**src/rtl/mux_key_table.sv**
```systemverilog
// Runtime-programmable key/value table with a one-deep registered lookup stage.
// Lookups read the table as it stood before any same-edge write or clear.
module mux_key_table #(
  parameter  int NR_KEY   = 4,
  parameter  int KEY_LEN  = 2,
  parameter  int DATA_LEN = 2,
  localparam int IDX_LEN  = $clog2(NR_KEY)
) (
  input  logic                clk,
  input  logic                rst,
  input  logic                clr,
  input  logic                wr_en,
  input  logic [IDX_LEN-1:0]  wr_idx,
  input  logic [KEY_LEN-1:0]  wr_key,
  input  logic [DATA_LEN-1:0] wr_data,
  input  logic [DATA_LEN-1:0] default_out,
  input  logic                lk_valid,
  output logic                lk_ready,
  input  logic [KEY_LEN-1:0]  lk_key,
  output logic                out_valid,
  input  logic                out_ready,
  output logic [DATA_LEN-1:0] out_data,
  output logic                out_hit,
  output logic [IDX_LEN-1:0]  out_idx
);

  // Handshake: a lookup transfers on an edge where lk_valid && lk_ready;
  // a result transfers on an edge where out_valid && out_ready.
  localparam logic [IDX_LEN:0] NR_KEY_W = (IDX_LEN+1)'(NR_KEY);

  logic [NR_KEY-1:0]   valid_q, valid_d;
  logic [KEY_LEN-1:0]  key_q  [NR_KEY];
  logic [KEY_LEN-1:0]  key_d  [NR_KEY];
  logic [DATA_LEN-1:0] data_q [NR_KEY];
  logic [DATA_LEN-1:0] data_d [NR_KEY];

  logic                out_valid_q, out_valid_d;
  logic [DATA_LEN-1:0] out_data_q, out_data_d;
  logic                out_hit_q, out_hit_d;
  logic [IDX_LEN-1:0]  out_idx_q, out_idx_d;

  logic                wr_in_range;
  logic                accept;
  logic                match_hit;
  logic [IDX_LEN-1:0]  match_idx;
  logic [DATA_LEN-1:0] match_data;

  assign wr_in_range = ({1'b0, wr_idx} < NR_KEY_W);
  assign lk_ready    = !out_valid_q || out_ready;
  assign accept      = lk_valid && lk_ready;

  // Scan from the top so the lowest matching index is the last to assign.
  always_comb begin
    match_hit  = 1'b0;
    match_idx  = '0;
    match_data = default_out;
    for (int i = NR_KEY - 1; i >= 0; i--) begin
      if (valid_q[i] && (key_q[i] == lk_key)) begin
        match_hit  = 1'b1;
        match_idx  = IDX_LEN'(i);
        match_data = data_q[i];
      end
    end
  end

  always_comb begin
    valid_d = valid_q;
    key_d   = key_q;
    data_d  = data_q;
    if (clr) begin
      valid_d = '0;
    end else if (wr_en && wr_in_range) begin
      valid_d[wr_idx] = 1'b1;
      key_d[wr_idx]   = wr_key;
      data_d[wr_idx]  = wr_data;
    end
  end

  always_comb begin
    out_valid_d = out_valid_q;
    out_data_d  = out_data_q;
    out_hit_d   = out_hit_q;
    out_idx_d   = out_idx_q;
    if (accept) begin
      out_valid_d = 1'b1;
      out_data_d  = match_data;
      out_hit_d   = match_hit;
      out_idx_d   = match_idx;
    end else if (out_ready) begin
      out_valid_d = 1'b0;
    end
  end

  always_ff @(posedge clk) begin
    if (rst) begin
      valid_q     <= '0;
      out_valid_q <= 1'b0;
      out_data_q  <= '0;
      out_hit_q   <= 1'b0;
      out_idx_q   <= '0;
    end else begin
      valid_q     <= valid_d;
      out_valid_q <= out_valid_d;
      out_data_q  <= out_data_d;
      out_hit_q   <= out_hit_d;
      out_idx_q   <= out_idx_d;
    end
    key_q  <= key_d;
    data_q <= data_d;
  end

  assign out_valid = out_valid_q;
  assign out_data  = out_data_q;
  assign out_hit   = out_hit_q;
  assign out_idx   = out_idx_q;

endmodule

```
**config.mk**
```make
export PLATFORM = sky130hd
export DESIGN_NAME = mux_key_table
export DESIGN_NICKNAME = d
export VERILOG_FILES = /design/src/rtl/mux_key_table.sv
export SDC_FILE = /design/constraint.sdc
export NUM_CORES = 1
export LEC_CHECK = 0
export ABC_CLOCK_PERIOD_IN_PS = 1400
export BUFFER_PORTS_ARGS = -buffer_cell sky130_fd_sc_hd__buf_2
export CAP_MARGIN = 20
export CORE_MARGIN = 2
export CORE_UTILIZATION = 52
export DETAILED_ROUTE_END_ITERATION = 10
export GPL_TIMING_DRIVEN = 0
export PLACE_DENSITY = 0.76
export SYNTH_ARGS = -nofsm -noshare
export SYNTH_HDL_FRONTEND = slang
export SYNTH_SLANG_ARGS = --single-unit
```
**constraint.sdc**
```tcl
create_clock -name clk -period 1.4 [get_ports clk]
set_input_delay 0.28 -clock clk [delete_from_list [all_inputs] [get_ports clk]]
set_output_delay 0.28 -clock clk [all_outputs]
set_load 0.1 [all_outputs]
```
==> results.json <==
{
  "avgSynthCellArea_um2": 13.2,
  "vias": 766,
  "cts-root-buf": "clkbuf_4",
  "dieHeight_um": 50.8,
  "pre_cts_ws_ps": -2.63,
  "hold_viol": 0,
  "place.gp.congestion": 0.795,
  "syn_area_um2": 1140,
  "grt_overflow": 0,
  "max_freq_ghz": 0.715,
  "n_antenna_cell": 0,
  "p_per_area_nw_per_um2": 1110,
  "hp-class": "in2reg",
  "critPathBufInv": 0,
  "numCtsBuffers": 3,
  "antenna_found_initial": 0,
  "clk_pin_slew_ps": 140,
  "grt_start_max_net_pins": 16,
  "max_cap_violations": 0,
  "post-route-min-period_ps": 1400,
  "synth-edff-count": 16,
  "grt_pass1_vias": 804,
  "tightest_slew_ps": 466,
  "grt_pass1_wl_um": 3550,
  "fin_cells": 137,
  "numClockSinks": 26,
  "slowest_delay_ps": 460,
  "arrival_ps": 1610,
  "ys_types": 25,
  "place_inst": 132,
  "antenna_left": 0,
  "core_area_um2": 2020,
  "die_area_um2": 2580,
  "slew_viol_final": 0,
  "yosys.area_share.simple_pct": 12.0,
  "dpl.hpwl_um": 1610,
  "ys_ff_latch": 26,
  "ctsHtreeMaxLevel": 1,
  "skew_ps": 3.34,
  "min_period_over_period_pct": 99.9,
  "synth_top_flop_cell": "edfxtp_1",
  "synth-compound-area-share_pct": 12.7,
  "wl_um": 2120,
  "cts_tree": "yes",
  "boundaryPins": 23,
  "yosysWarningCount": 0,
  "synth_top_family_by_area": "compound AO/OA/AOI/OAI gates",
  "synthesis.nets": 102,
  "crit_type": "reg2reg",
  "placed_area_um2": 1310,
  "synth_fa_ha_area_share_pct": 0,
  "slew_headroom_pct": 68.9,
  "yosysTopAreaCell": "edfxtp_1",
  "final_nets": 127,
  "drive_above_1_share_pct": 39.1,
  "cp_top_family": "flip-flops",
  "fp.dieW_um": 50.8,
  "yosysTopAreaCellShare_pct": 42.2,
  "synthTopCellsByArea": "edfxtp_1 42%, dfxtp_1 18%, xnor2_2 8.6%",
  "peakVddDrop_mv": 0.947,
  "cts_max_path_buffers": 2,
  "layout_setup_ws_ps": 1.75,
  "synth.area.mux_share_pct": 1.76,
  "worst_setup_path_end_kind": "flop",
  "leakage_nw": 0.572,
  "worst-path-max-fanout": 4,
  "setup_violations": 0,
  "wire_per_inst_um": 15.5,
  "cp-start-kind": "flop",
  "portBuffers": 19,
  "syn_inst": 86,
  "dr.pass1.iters": 4,
  "num_rows": 16,
  "crit_slowest_cell": "edfxtp_1",
  "ys_async_sr_fraction_pct": 0,
  "finalPower_w": 0.00155,
  "track_usage_pct": 19.2,
  "clk_latency_ps": 310,
  "status": "finished, final reports clean",
  "vias_per_cell": 5.59,
  "ys_seq_area_share_pct": 59.8,
  "yosys-top-cells-count": "16 x edfxtp_1, 10 x dfxtp_1, 6 x xnor2_2",
  "path_cells": "xnor2_2 > nand3_2 > mux2i_1 > a21oi_1 > o221a_1",
  "worstPathRequired_ps": 1610,
  "grt_setup_unrepaired": "yes",
  "area_delta_synth_final_pct": 22.3,
  "drc": 0,
  "post-route-util_pct": 68.9,
  "reg2reg_slack_ps": 2,
  "initialDrtViolationCount": 9,
  "start_util_pct": 56.3,
  "synthXorXnorAreaFrac_pct": 10.1,
  "synth.most_common_cell": "edfxtp_1",
  "post-route-cell-area_um2": 1390
}
==> cell families after synthesis <==
kind of cell    Yosys count
compound gates           20
xor+xnor                  8
buf+inv                   7
flops                    26
mux                       2
simple gates             23
==> flip-flops by register name, summed over array words and instances (netlist names) <==
register	count
data_q	8
key_q	8
out_data	2
out_hit	1
out_idx	2
out_valid	1
valid_q	4
==> timing repair <==
item                                    4_1_cts  5_1_grt
endpoints found under the setup margin        6        6
setup buffers                                 0        1
pin swaps                                     2        2
hold endpoints to repair                      0        0
resized for setup                             4        7
hold buffers                                  0        0
==> per-stage QoR <==
step                hold WS [ps]  TNS (ps)
finish                       174         0
CTS                          166         0
global route                 161      -145
floorplan                    359      -257
detailed placement           484     -2.63
global placement             460         0
==> final cells by class <==
type                            count  area [um2]
Buffer                              3        26.3
Clock buffer                        3        22.5
Clock inverter                      1        30.0
Fill cell                         151         629
Inverter                            4        15.0
Multi-Input combinational cell     53         457
Sequential cell                    26         684
Tap cell                           27        33.8
Timing Repair Buffer               20         124
==> layer usage <==
metal  up-vias  track usage, %  wire length (um)
li1        375               -                 -
met1       375            21.6               930
met2        14            36.6              1120
met3         2            3.57                52
met4         0            4.95                13
met5         -               0                 0
==> final timing paths <==
check,startpoint,to,depth (start not counted)
setup / recovery,key_q[0],out_data[0],5
hold / removal,wr_data[0],data_q[6],1
setup reg to reg,key_q[0],out_data[0],5
hold reg to reg,out_hit,out_hit,2
==> placed cells by master, fill, tap and decap left out <==
cell type,n
nand2_1,1
nand2b_4,1
dfxtp_1,9
a31oi_1,4
a32oi_1,1
mux2i_1,2
clkbuf_4,6
nand2_4,1
nor3_1,4
buf_2,12
inv_1,4
edfxtp_1,16
a22oi_1,1
clkbuf_1,1
nand3_2,6
o21ai_0,1
buf_6,3
nor2_1,3
a41o_1,2
bufinv_16,1
nor2b_1,2
o221a_1,2
a21oi_1,4
and3_1,5
xnor2_1,2
o2bb2ai_2,2
dfxtp_4,1
xnor2_2,6
o21ai_1,2
a41oi_1,1
buf_4,4
==> power by group <==
group	total (W)	internal (W)	switching [W]
Combinational	0.000204	0.0000740	0.000130
Clock	0.000497	0.000289	0.000208
Sequential	0.000851	0.000836	0.0000149
Note: power is estimated with default switching activity, not from simulation.
